### src/rtl/idli_pkg.sv
`default_nettype none
// ============================================================================
//  Module      : idli_pkg
//  Description : Shared types and helpers for the idli core control block.
//  Revision    : 1.0 - initial release
// ============================================================================
package idli_pkg;

    typedef enum logic [1:0] {
        CTL_BOOT  = 2'd0,
        CTL_RUN   = 2'd1,
        CTL_STALL = 2'd2,
        CTL_FLUSH = 2'd3
    } ctl_state_t;

    // Counter width able to index n distinct values, never below one bit.
    function automatic int unsigned ctl_cnt_w(input int unsigned n);
        return (n > 1) ? $clog2(n) : 1;
    endfunction

    localparam int unsigned c_data_w_dflt  = 16;
    localparam int unsigned c_slice_w_dflt = 4;
    localparam int unsigned c_ctr_w_dflt   = ctl_cnt_w(c_data_w_dflt / c_slice_w_dflt);

    typedef logic [c_ctr_w_dflt-1:0] ctr_t;

endpackage
`default_nettype wire

### src/rtl/idli_ctrl_timer_m.sv
`default_nettype none
// ============================================================================
//  Module      : idli_ctrl_timer_m
//  Description : Count-to-N timer; o_last flags the final count of a period.
//  Revision    : 1.0 - initial release
// ============================================================================
module idli_ctrl_timer_m
    import idli_pkg::*;
#(
    parameter int unsigned COUNT = 8
) (
    input  logic clk,
    input  logic rst,
    input  logic i_clr,
    input  logic i_en,
    output logic o_last
);

    localparam int unsigned          c_cnt_w = ctl_cnt_w(COUNT);
    localparam logic [c_cnt_w-1:0]   c_last  = c_cnt_w'(COUNT - 1);

    logic [c_cnt_w-1:0] cnt_q;
    logic [c_cnt_w-1:0] cnt_d;

    // The count wraps on its last value so back-to-back periods need no clear.
    always_comb begin
        cnt_d = cnt_q;
        if (i_clr) begin
            cnt_d = '0;
        end else if (i_en) begin
            cnt_d = (cnt_q == c_last) ? '0 : cnt_q + c_cnt_w'(1);
        end
    end

    always_ff @(posedge clk) begin
        if (rst) begin
            cnt_q <= '0;
        end else begin
            cnt_q <= cnt_d;
        end
    end

    assign o_last = (cnt_q == c_last);

endmodule
`default_nettype wire

### src/rtl/idli_ctrl_m.sv
`default_nettype none
// ============================================================================
//  Module      : idli_ctrl_m
//  Description : Core sync/control: slice counter, boot hold-off, word-aligned
//                stall, redirect capture with pipeline flush, issue gating.
//  Revision    : 1.0 - initial release
// ============================================================================
module idli_ctrl_m
    import idli_pkg::*;
#(
    parameter  int unsigned DATA_W      = 16,
    parameter  int unsigned SLICE_W     = 4,
    parameter  int unsigned BOOT_CYCLES = 8,
    parameter  int unsigned FLUSH_WORDS = 1,
    localparam int unsigned NUM_SLICES  = DATA_W / SLICE_W,
    localparam int unsigned CTR_W       = ctl_cnt_w(NUM_SLICES)
) (
    input  logic              i_ctl_gck,
    input  logic              i_ctl_rst,
    input  logic              i_ctl_stall,
    input  logic              i_ctl_redirect,
    input  logic [DATA_W-1:0] i_ctl_redirect_pc,
    input  logic              i_ctl_instr_vld,
    output logic [CTR_W-1:0]  o_ctl_ctr,
    output logic              o_ctl_word_start,
    output logic              o_ctl_word_end,
    output logic              o_ctl_run,
    output logic              o_ctl_flush,
    output logic              o_ctl_redirect,
    output logic [DATA_W-1:0] o_ctl_redirect_pc,
    output logic              o_ctl_issue
);

    localparam logic [CTR_W-1:0] c_ctr_last = CTR_W'(NUM_SLICES - 1);

    ctl_state_t        state_q,   state_d;
    logic [CTR_W-1:0]  ctr_q,     ctr_d;
    logic              pending_q, pending_d;
    logic              pulse_q,   pulse_d;
    logic [DATA_W-1:0] pc_q,      pc_d;

    logic w_active;
    logic w_counting;
    logic w_ctr_last;
    logic w_redir_now;
    logic w_boot_done;
    logic w_flush_last;
    logic w_enter_flush;

    assign w_active    = (state_q != CTL_BOOT);
    assign w_counting  = (state_q == CTL_RUN) || (state_q == CTL_FLUSH);
    assign w_ctr_last  = (ctr_q == c_ctr_last);
    // A redirect arriving on the deciding edge counts as already pending.
    assign w_redir_now = pending_q || (i_ctl_redirect && w_active);

    idli_ctrl_timer_m #(.COUNT(BOOT_CYCLES)) u_boot_timer (
        .clk    (i_ctl_gck),
        .rst    (i_ctl_rst),
        .i_clr  (state_q != CTL_BOOT),
        .i_en   (state_q == CTL_BOOT),
        .o_last (w_boot_done)
    );

    idli_ctrl_timer_m #(.COUNT(FLUSH_WORDS)) u_flush_timer (
        .clk    (i_ctl_gck),
        .rst    (i_ctl_rst),
        .i_clr  (state_q != CTL_FLUSH),
        .i_en   ((state_q == CTL_FLUSH) && w_ctr_last),
        .o_last (w_flush_last)
    );

    always_comb begin
        state_d       = state_q;
        ctr_d         = '0;
        pending_d     = pending_q;
        pulse_d       = 1'b0;
        pc_d          = pc_q;
        w_enter_flush = 1'b0;

        if (i_ctl_redirect && w_active) begin
            pending_d = 1'b1;
            pc_d      = i_ctl_redirect_pc;
        end

        case (state_q)
            CTL_BOOT: begin
                if (w_boot_done) state_d = CTL_RUN;
            end
            CTL_RUN: begin
                ctr_d = w_ctr_last ? '0 : ctr_q + CTR_W'(1);
                if (w_ctr_last) begin
                    if (w_redir_now)      w_enter_flush = 1'b1;
                    else if (i_ctl_stall) state_d = CTL_STALL;
                end
            end
            CTL_STALL: begin
                if (w_redir_now)       w_enter_flush = 1'b1;
                else if (!i_ctl_stall) state_d = CTL_RUN;
            end
            CTL_FLUSH: begin
                ctr_d = w_ctr_last ? '0 : ctr_q + CTR_W'(1);
                if (w_ctr_last && w_flush_last) begin
                    if (w_redir_now)      w_enter_flush = 1'b1;
                    else if (i_ctl_stall) state_d = CTL_STALL;
                    else                  state_d = CTL_RUN;
                end
            end
            default: state_d = CTL_BOOT;
        endcase

        if (w_enter_flush) begin
            state_d   = CTL_FLUSH;
            pending_d = 1'b0;
            pulse_d   = 1'b1;
        end
    end

    always_ff @(posedge i_ctl_gck) begin
        if (i_ctl_rst) begin
            state_q   <= CTL_BOOT;
            ctr_q     <= '0;
            pending_q <= 1'b0;
            pulse_q   <= 1'b0;
            pc_q      <= '0;
        end else begin
            state_q   <= state_d;
            ctr_q     <= ctr_d;
            pending_q <= pending_d;
            pulse_q   <= pulse_d;
            pc_q      <= pc_d;
        end
    end

    assign o_ctl_ctr         = ctr_q;
    assign o_ctl_word_start  = w_counting && (ctr_q == '0);
    assign o_ctl_word_end    = w_counting && w_ctr_last;
    assign o_ctl_run         = (state_q == CTL_RUN);
    assign o_ctl_flush       = (state_q == CTL_FLUSH);
    assign o_ctl_redirect    = pulse_q;
    assign o_ctl_redirect_pc = pulse_q ? pc_q : '0;
    assign o_ctl_issue       = i_ctl_instr_vld && o_ctl_run && o_ctl_word_start;

endmodule
`default_nettype wire

### config.mk
export PLATFORM = sky130hd
export DESIGN_NAME = idli_ctrl_m
export DESIGN_NICKNAME = d
export VERILOG_FILES = /design/src/rtl/idli_pkg.sv /design/src/rtl/idli_ctrl_timer_m.sv /design/src/rtl/idli_ctrl_m.sv
export SDC_FILE = /design/constraint.sdc
export NUM_CORES = 1
export LEC_CHECK = 0
export CAP_MARGIN = 30
export CORE_AREA = 2 2 53 55
export CTS_CLUSTER_DIAMETER = 200
export DETAILED_ROUTE_END_ITERATION = 10
export DIE_AREA = 0 0 55 57
export GPL_TIMING_DRIVEN = 0
export HOLD_SLACK_MARGIN = 0.15
export PLACE_DENSITY_LB_ADDON = 0.12
export SYNTH_ARGS = -nofsm -noshare
export SYNTH_HDL_FRONTEND = slang
export SYNTH_SLANG_ARGS = --single-unit
### constraint.sdc
create_clock -name i_ctl_gck -period 4.6 [get_ports i_ctl_gck]
set_clock_uncertainty 0.15 [all_clocks]
set_input_delay 0.92 -clock i_ctl_gck [delete_from_list [all_inputs] [get_ports i_ctl_gck]]
set_output_delay 0.92 -clock i_ctl_gck [all_outputs]
set_load 0.02 [all_outputs]
==> qor.yml, run 1 <==
status: "finished, final reports clean"
cpMaxStageDelayCell: "clkdlybuf4s50_1"
ant_nets: 0
synthArstFlopShare_pct: 0
post_cts_buffers: 0
finalSetupTns_ns: 0
cts_resized: 0
die_x_um: 55
cts_tree: "done"
wirelength_mm: 2.48
cts_max_path_buffers: 2
wire_per_inst_um: 11.6
synth_seq_cells: 25
place_congestion: 0.782
crit_buf_inv: 2
seq_area_frac_synth_pct: 45.6
synth.top_cell.area_share_pct: 45.6
grt_first_pass_wirelength_mm: 4.05
yosysMostFrequentCell: "nand2_1"
netlist_instances: 135
crit_fanout: 1
ys.flop_type: "dfxtp_1"
worstSetupPathType: "input port to output pin"
grt_usage_pct: 16.7
fin_crit_ns: 3.20
synth_enable_flop_cells: 0
vias_per_cell: 4.90
portBuffers: 44
timing.hold.ws_ns: 0.299
path_common_cell: "clkdlybuf4s50_1"
syn-num-nets: 160
fill_cells: 236
grt_pass1_vias: 1020
p_leak_nw: 0.586
hpwl_mm: 1.90
cpLargestDelayFamily: "buffers and inverters"
cp-end-kind: "output pin"
fp.dieH_um: 57
path_cells: "clkdlybuf4s50_1, and3_1, clkdlybuf4s50_1"
avgSynthCellArea_um2: 8.13
htreeDepth: 1
antenna_found_initial: 0
ioPinCount: 45
worstSetupStartpointType: "input port"
synthTopCellsByArea: "dfxtp_1 (46%), nand2_1 (12%), and2_1 (11%)"
cts_made_buffers: 3
cts_hold_buf: 0
area_growth_pct: 46.2
slew_viol_final: 0
drive_gt1_share_pct: 5.46
power_density_nw_per_um2: 219
grt-ovfl-total: 0
insertion_delay_ns: 0.30
cap_violations: 0
row_count: 19
cpPeakStageDelay_ns: 0.60
cts_root_buf: "clkbuf_4"
ir_worst_vdd_mv: 0.135
fin_crit_sh_pct: 69.5
vias: 1049
crit_cells: 3
cts.sinks: 25
r2r_cells: 5
yosys-top-cells-count: "nand2_1 (34), dfxtp_1 (25), and2_1 (19)"
clk_pin_slew_ns: 0.13
coreArea_um2: 2620
max_freq_mhz: 313
dieArea_um2: 3140
fin_nets: 209
yosys_warnings: 0
start_util_pct: 42.0
num_antenna_cells: 0
crit_required_ns: 3.53
drc: 0
hp-class: "register to register"
grt_max_degree: 15
synth_cell_types: 29
yosys.area.top_type: "dfxtp_1"
crit_arrival_ns: 2.13
maxSlewHeadroom_pct: 68.2
syn_area_um2: 1100
setup_viol: 0
drtIter0Drc: 18
worst_slew_pin_slew_ns: 0.476
rsz0062_at_grt: "false"
hold_violations: 0
whs_path_depth: 1
first_pass_iters: 4
-- state kept, by name, summed over array words and instances, names as in the netlist --
register and count:
o_ctl_ctr 2, pending_q 1, u_boot_timer.cnt_q 3, o_ctl_redirect 1, pc_q 16, state_q 2
-- layer usage --
metal	track usage (%)	share of wire [%]
met1	20.3	42
met2	29.1	51
met3	2.88	6.5
met4	5.57	0.69
met5	0	0
-- worst register-to-register path, cell delays in order, from the launching register on --
cell,delay (ns)
dfxtp_1,0.34
ha_1,0.19
ha_1,0.24
or2_0,0.21
a311oi_1,0.29
a2bb2oi_1,0.18
-- worst paths after layout --
kind / startpoint / slack [ns] / end
max: i_ctl_instr_vld / 1.40 / o_ctl_issue
min: u_boot_timer.cnt_q[0] / 0.30 / u_boot_timer.cnt_q[0]
max reg2reg: u_boot_timer.cnt_q[0] / 2.95 / state_q[1]
min reg2reg: u_boot_timer.cnt_q[0] / 0.30 / u_boot_timer.cnt_q[0]
-- layout by cell type (no fill, tap or decap), types with 3 or more instances in the layout --
master | synthesis | routed
clkdlybuf4s50_1 | 0 | 44
nand2_1 | 34 | 34
dfxtp_1 | 25 | 25
and2_1 | 19 | 19
a21oi_1 | 18 | 18
inv_1 | 5 | 5
nor2_1 | 4 | 4
ha_1 | 4 | 4
clkbuf_1 | 3 | 3
clkbuf_4 | 0 | 3
-- area by class of cell --
type	count	area, um^2	share of cell area [%]
Buffer	7	36.3	2.26
Clock buffer	3	22.5	1.40
Clock inverter	1	5.00	0.312
Inverter	5	18.8	1.17
Multi-Input combinational cell	98	542	33.8
Sequential cell	25	500	31.2
Tap cell	31	38.8	2.42
Timing Repair Buffer	44	440	27.5
-- report_power, final --
group | total [mW] | internal, mW | leakage, nW | switching [mW]
Sequential | 0.223 | 0.221 | 0.202 | 0.00182
Combinational | 0.0348 | 0.0214 | 0.366 | 0.0135
Clock | 0.0931 | 0.0324 | 0.0177 | 0.0607
Total | 0.351 | 0.275 | 0.586 | 0.0760
-- through the flow --
| stage | cells | power (mW) | area (um^2) | setup WS (ns) | util, % |
|---|---|---|---|---|---|
| 2_1_floorplan | 135 | 0.239 | 1100 | 2.33 | - |
| 3_3_place_gp | 210 | 0.261 | 1580 | 1.43 | 60.3 |
| 3_5_place_dp | 210 | 0.262 | 1580 | 1.40 | 60.3 |
| 4_1_cts | 214 | 0.356 | 1600 | 1.39 | 61.3 |
| 5_1_grt | 214 | 0.367 | 1600 | 1.37 | 61.3 |
| 6_report | 214 | 0.351 | 1600 | 1.40 | 61.3 |
-- logic make-up after synthesis --
logic type	after synthesis	share of synthesized area, %
compound gates	27	14.9
fa+ha+maj	4	4.56
buf+inv	12	5.02
flops	25	45.6
simple gates	67	29.9
No activity file was read; power rests on OpenSTA's default activity.
==> inputs of run 2 (changes only) <==
Settings changed: CORE_AREA 2 2 53 55 to 2 2 57 59, DIE_AREA 0 0 55 57 to 0 0 59 61.
Clock period 4.6 ns to 2.8 ns, I/O delays scaled along.
==> run 2 against run 1 <==
Effect of this change:
- core utilization fell by 6.8 points
- critical path type is now register to output pin
- via count fell by 1.6%
- sequential power rose by 64%
- highest routed layer unchanged
==> qor.yml, run 2 (synthesis results as in run 1) <==
drtIter0Drc: 25
cts_root_buf: "clkbuf_4"
row_count: 20
portBuffers: 44
cts_hold_buf: 0
dpl.cell_count: 212
grt-ovfl-total: 0
grt_max_degree: 16
ir_worst_vdd_mv: 0.220
area_growth_pct: 46.6
dieArea_um2: 3600
num_antenna_cells: 0
regMostFlops: "pc_q"
wirelength_mm: 2.39
fin_nets: 209
place_congestion: 0.826
grt_pass1_vias: 921
crit_buf_inv: 2
power_density_nw_per_um2: 362
vias_per_cell: 4.78
cts_made_buffers: 3
ioPinCount: 45
start_util_pct: 37.2
fin_crit_ns: 2.61
reg.largest.list: "pc_q: 16 flops, u_boot_timer.cnt_q: 3 flops"
insertion_delay_ns: 0.31
crit_required_ns: 2.09
fin_crit_sh_pct: 93.3
fin_util_pct: 54.5
final_cell_count_no_fill: 216
final_cell_mix: "clkdlybuf4s50_1 (44), nand2_1 (34), dfxtp_1 (25), and2_1 (19), a21oi_1 (18)"
finalSetupTns_ns: 0
total_power_uw: 583
rsz0062_at_grt: "false"
clk_pin_slew_ns: 0.14
max_freq_mhz: 383
vias: 1032
largest_reg_flops: 16
cpLargestDelayFamily: "buffers and inverters"
cts.sinks: 25
slew_viol_final: 0
htreeDepth: 1
status: "finished, final reports clean"
drive_gt1_share_pct: 5.46
maxSlewHeadroom_pct: 67.5
setup_viol: 0
worst_slew_pin_slew_ns: 0.487
grt_first_pass_wirelength_mm: 3.95
cts_max_path_buffers: 2
cp-end-kind: "output pin"
first_pass_iters: 4
wire_per_inst_um: 11.1
p_leak_nw: 0.582
worstSetupPathType: "register to output pin"
post_cts_buffers: 0
crit_arrival_ns: 1.90
coreArea_um2: 2950
path_cells: "clkbuf_1, and2_1, clkdlybuf4s50_1"
cpPeakStageDelay_ns: 0.60
final_common_cell: "clkdlybuf4s50_1"
die_x_um: 59
drc: 0
cpMaxStageDelayCell: "clkdlybuf4s50_1"
antenna_found_initial: 0
ant_nets: 0
cap_violations: 0
worstSetupStartpointType: "register"
hpwl_mm: 1.76
cts_tree: "done"
hp-class: "register to register"
fp.dieH_um: 61
crit_fanout: 10
hold_violations: 0
cts_resized: 0
grt_usage_pct: 14.4
## run 2: where the power goes
group / switching, mW / leakage, nW / internal, mW / total, mW
Clock: 0.107 / 0.0139 / 0.0544 / 0.161
Sequential: 0.00269 / 0.202 / 0.363 / 0.365
Combinational: 0.0216 / 0.366 / 0.0351 / 0.0567
## run 2: final cells by class
type | instances | area, um^2
Buffer | 7 | 36.3
Clock buffer | 3 | 22.5
Clock inverter | 1 | 7.51
Fill cell | 305 | 1340
Inverter | 5 | 18.8
Multi-Input combinational cell | 98 | 542
Sequential cell | 25 | 500
Tap cell | 33 | 41.3
Timing Repair Buffer | 44 | 440
## run 2: worst paths after layout
kind                           endpoint  depth (start not counted)  slack [ns]             startpoint
setup / recovery   o_ctl_redirect_pc[9]                          3        0.19         o_ctl_redirect
hold / removal    u_boot_timer.cnt_q[0]                          1        0.29  u_boot_timer.cnt_q[0]
setup reg to reg             state_q[1]                          5        1.19  u_boot_timer.cnt_q[0]
hold reg to reg   u_boot_timer.cnt_q[0]                          1        0.29  u_boot_timer.cnt_q[0]
## run 2: through the flow
step	worst slack (ns)	instance area, um^2	hold WS [ns]
3_3_place_gp	0.349	1580	0.264
4_1_cts	0.150	1610	0.297
3_5_place_dp	0.341	1580	0.279
2_1_floorplan	0.889	1100	0.255
6_report	0.187	1610	0.290
5_1_grt	0.00110	1610	0.315
## run 2: worst register-to-register path, cell delays in order (launching register included)
cell and delay [ns]:
dfxtp_1 0.34, ha_1 0.19, ha_1 0.23, or2_0 0.21, a311oi_1 0.27, a2bb2oi_1 0.17
## run 2: metal layers
metal  up-vias  global-route usage, %  part of all wire, %
met4         0                   6.82                 0.96
met3         2                   2.35                  5.3
met5         -                      0                    0
met1       466                   17.5                   45
met2        24                   25.1                   48
li1        540                      -                    -
==> inputs of run 3 (changes only) <==
Settings changed: ABC_CLOCK_PERIOD_IN_PS from default to 2800, SETUP_SLACK_MARGIN from default to 0.05.
==> run 3 against run 2 <==
Effect of this change:
- flip-flop and latch count did not move
- global-route usage unchanged
- first-iteration DRC count decreased by 8.0%
- via count increased by 0.19%
- critical endpoint is now o_ctl_issue
- core utilization hardly changed
- cell area barely moved
- setup slack improved by 0.087 ns
- die area unchanged
- clock power about the same
- final cell count is the same
- critical path depth is 2 higher
- count of clock-buffer cells in the layout did not move
==> qor.yml, run 3 (synthesis results as in run 1) <==
fin_nets: 209
p_leak_nw: 0.586
cts_tree: "done"
cp-end-kind: "output pin"
htreeDepth: 1
final_common_cell: "clkdlybuf4s50_1"
worstSetupStartpointType: "register"
whs_path_depth: 1
crit_end: "o_ctl_issue"
final_cell_mix: "clkdlybuf4s50_1 (44), nand2_1 (34), dfxtp_1 (25), and2_1 (19), a21oi_1 (18)"
vias_per_cell: 4.79
post_cts_buffers: 0
max_freq_mhz: 396
rr_startpoint: "u_boot_timer.cnt_q[0]"
crit_arrival_ns: 1.82
fin_crit_sh_pct: 90.2
coreArea_um2: 2950
startpoint: "o_ctl_ctr[0]"
hpwl_mm: 1.76
largest_reg_flops: 16
die_x_um: 59
slew_viol_final: 0
cts.sinks: 25
clk_pin_slew_ns: 0.14
cap_violations: 0
cts_root_buf: "clkbuf_4"
worstSetupPathType: "register to output pin"
grt_usage_pct: 14.4
wire_per_inst_um: 11.0
maxSlewHeadroom_pct: 67.4
r2r_cells: 5
fill_cells: 304
num_antenna_cells: 0
grt_max_degree: 16
setup_viol: 0
worst_slew_pin_slew_ns: 0.489
regMostFlops: "pc_q"
r2r_end: "state_q[1]"
area_growth_pct: 46.7
hold_violations: 0
finalSetupTns_ns: 0
drtIter0Drc: 23
drive_gt1_share_pct: 6.01
vias: 1034
hp-class: "register to register"
drc: 0
dpl.cell_count: 212
fin_crit_ns: 2.53
fp.dieH_um: 61
antenna_found_initial: 0
grt-ovfl-total: 0
cts_made_buffers: 3
crit_fanout: 4
power_density_nw_per_um2: 362
ioPinCount: 45
row_count: 20
wirelength_mm: 2.38
crit_required_ns: 2.09
dieArea_um2: 3600
final_cell_count_no_fill: 216
portBuffers: 44
rsz0062_at_grt: "false"
reg.largest.list: "pc_q: 16 flops, u_boot_timer.cnt_q: 3 flops"
ant_nets: 0
status: "finished, final reports clean"
ir_worst_vdd_mv: 0.220
first_pass_iters: 4
grt_first_pass_wirelength_mm: 3.95
regToRegSetupSlack_ns: 1.19
cts_max_path_buffers: 2
insertion_delay_ns: 0.31
place_congestion: 0.826
grt_pass1_vias: 921
start_util_pct: 37.2
## run 3: where the power goes
part	switching, mW	leakage (nW)	internal, mW
Combinational	0.0217	0.370	0.0351
Sequential	0.00269	0.202	0.363
Clock	0.107	0.0139	0.0544
## run 3: metrics by stage
step	worst slack [ns]	power, mW	instance area (um^2)	hold slack, ns	utilization, %
5_1_grt	0.156	0.616	1610	0.315	54.5
2_1_floorplan	0.889	0.393	1100	0.255	-
3_5_place_dp	0.341	0.430	1580	0.279	53.5
3_3_place_gp	0.349	0.429	1580	0.264	53.5
4_1_cts	0.150	0.595	1610	0.297	54.5
6_report	0.274	0.583	1610	0.290	54.5
## run 3: final cells by class
cell class	count	area (um^2)	area share (%)
repair buffers	44	440	27.4
flip-flops and latches	25	500	31.1
clock inverters	1	7.51	0.466
clock buffers	3	22.5	1.40
plain buffers	7	37.5	2.33
well taps	33	41.3	2.56
multi-input cells	98	542	33.6
inverters	5	18.8	1.17
## run 3: timing repair
item / 4_1_cts / 5_1_grt
setup endpoints to repair: 0 / 10
resized for setup: 0 / 2
hold endpoints to repair: 0 / 0
hold buffers: 0 / 0
## run 3: worst min path at each step
stage	startpoint	endpoint	slack, ns
3_5_place_dp	u_boot_timer.cnt_q[0]	u_boot_timer.cnt_q[0]	0.28
2_1_floorplan	u_boot_timer.cnt_q[0]	u_boot_timer.cnt_q[0]	0.25
5_1_grt	u_boot_timer.cnt_q[0]	u_boot_timer.cnt_q[0]	0.31
6_report	u_boot_timer.cnt_q[0]	u_boot_timer.cnt_q[0]	0.29
4_1_cts	u_boot_timer.cnt_q[0]	u_boot_timer.cnt_q[0]	0.30
3_3_place_gp	u_boot_timer.cnt_q[0]	u_boot_timer.cnt_q[0]	0.26
## run 3: critical path, cell delays in order, from the launching register on
cell             delay [ns]
dfxtp_1                0.41
inv_1                  0.06
ha_1                   0.18
and2_1                 0.16
and3_1                 0.17
clkdlybuf4s50_1        0.53
## run 3: layer usage
metal	GRT usage, %	up-vias	part of all wire, %
li1	-	540	-
met1	17.5	468	45
met2	25.1	24	49
met3	2.35	2	5.3
met4	6.82	0	0.97
met5	0	-	0
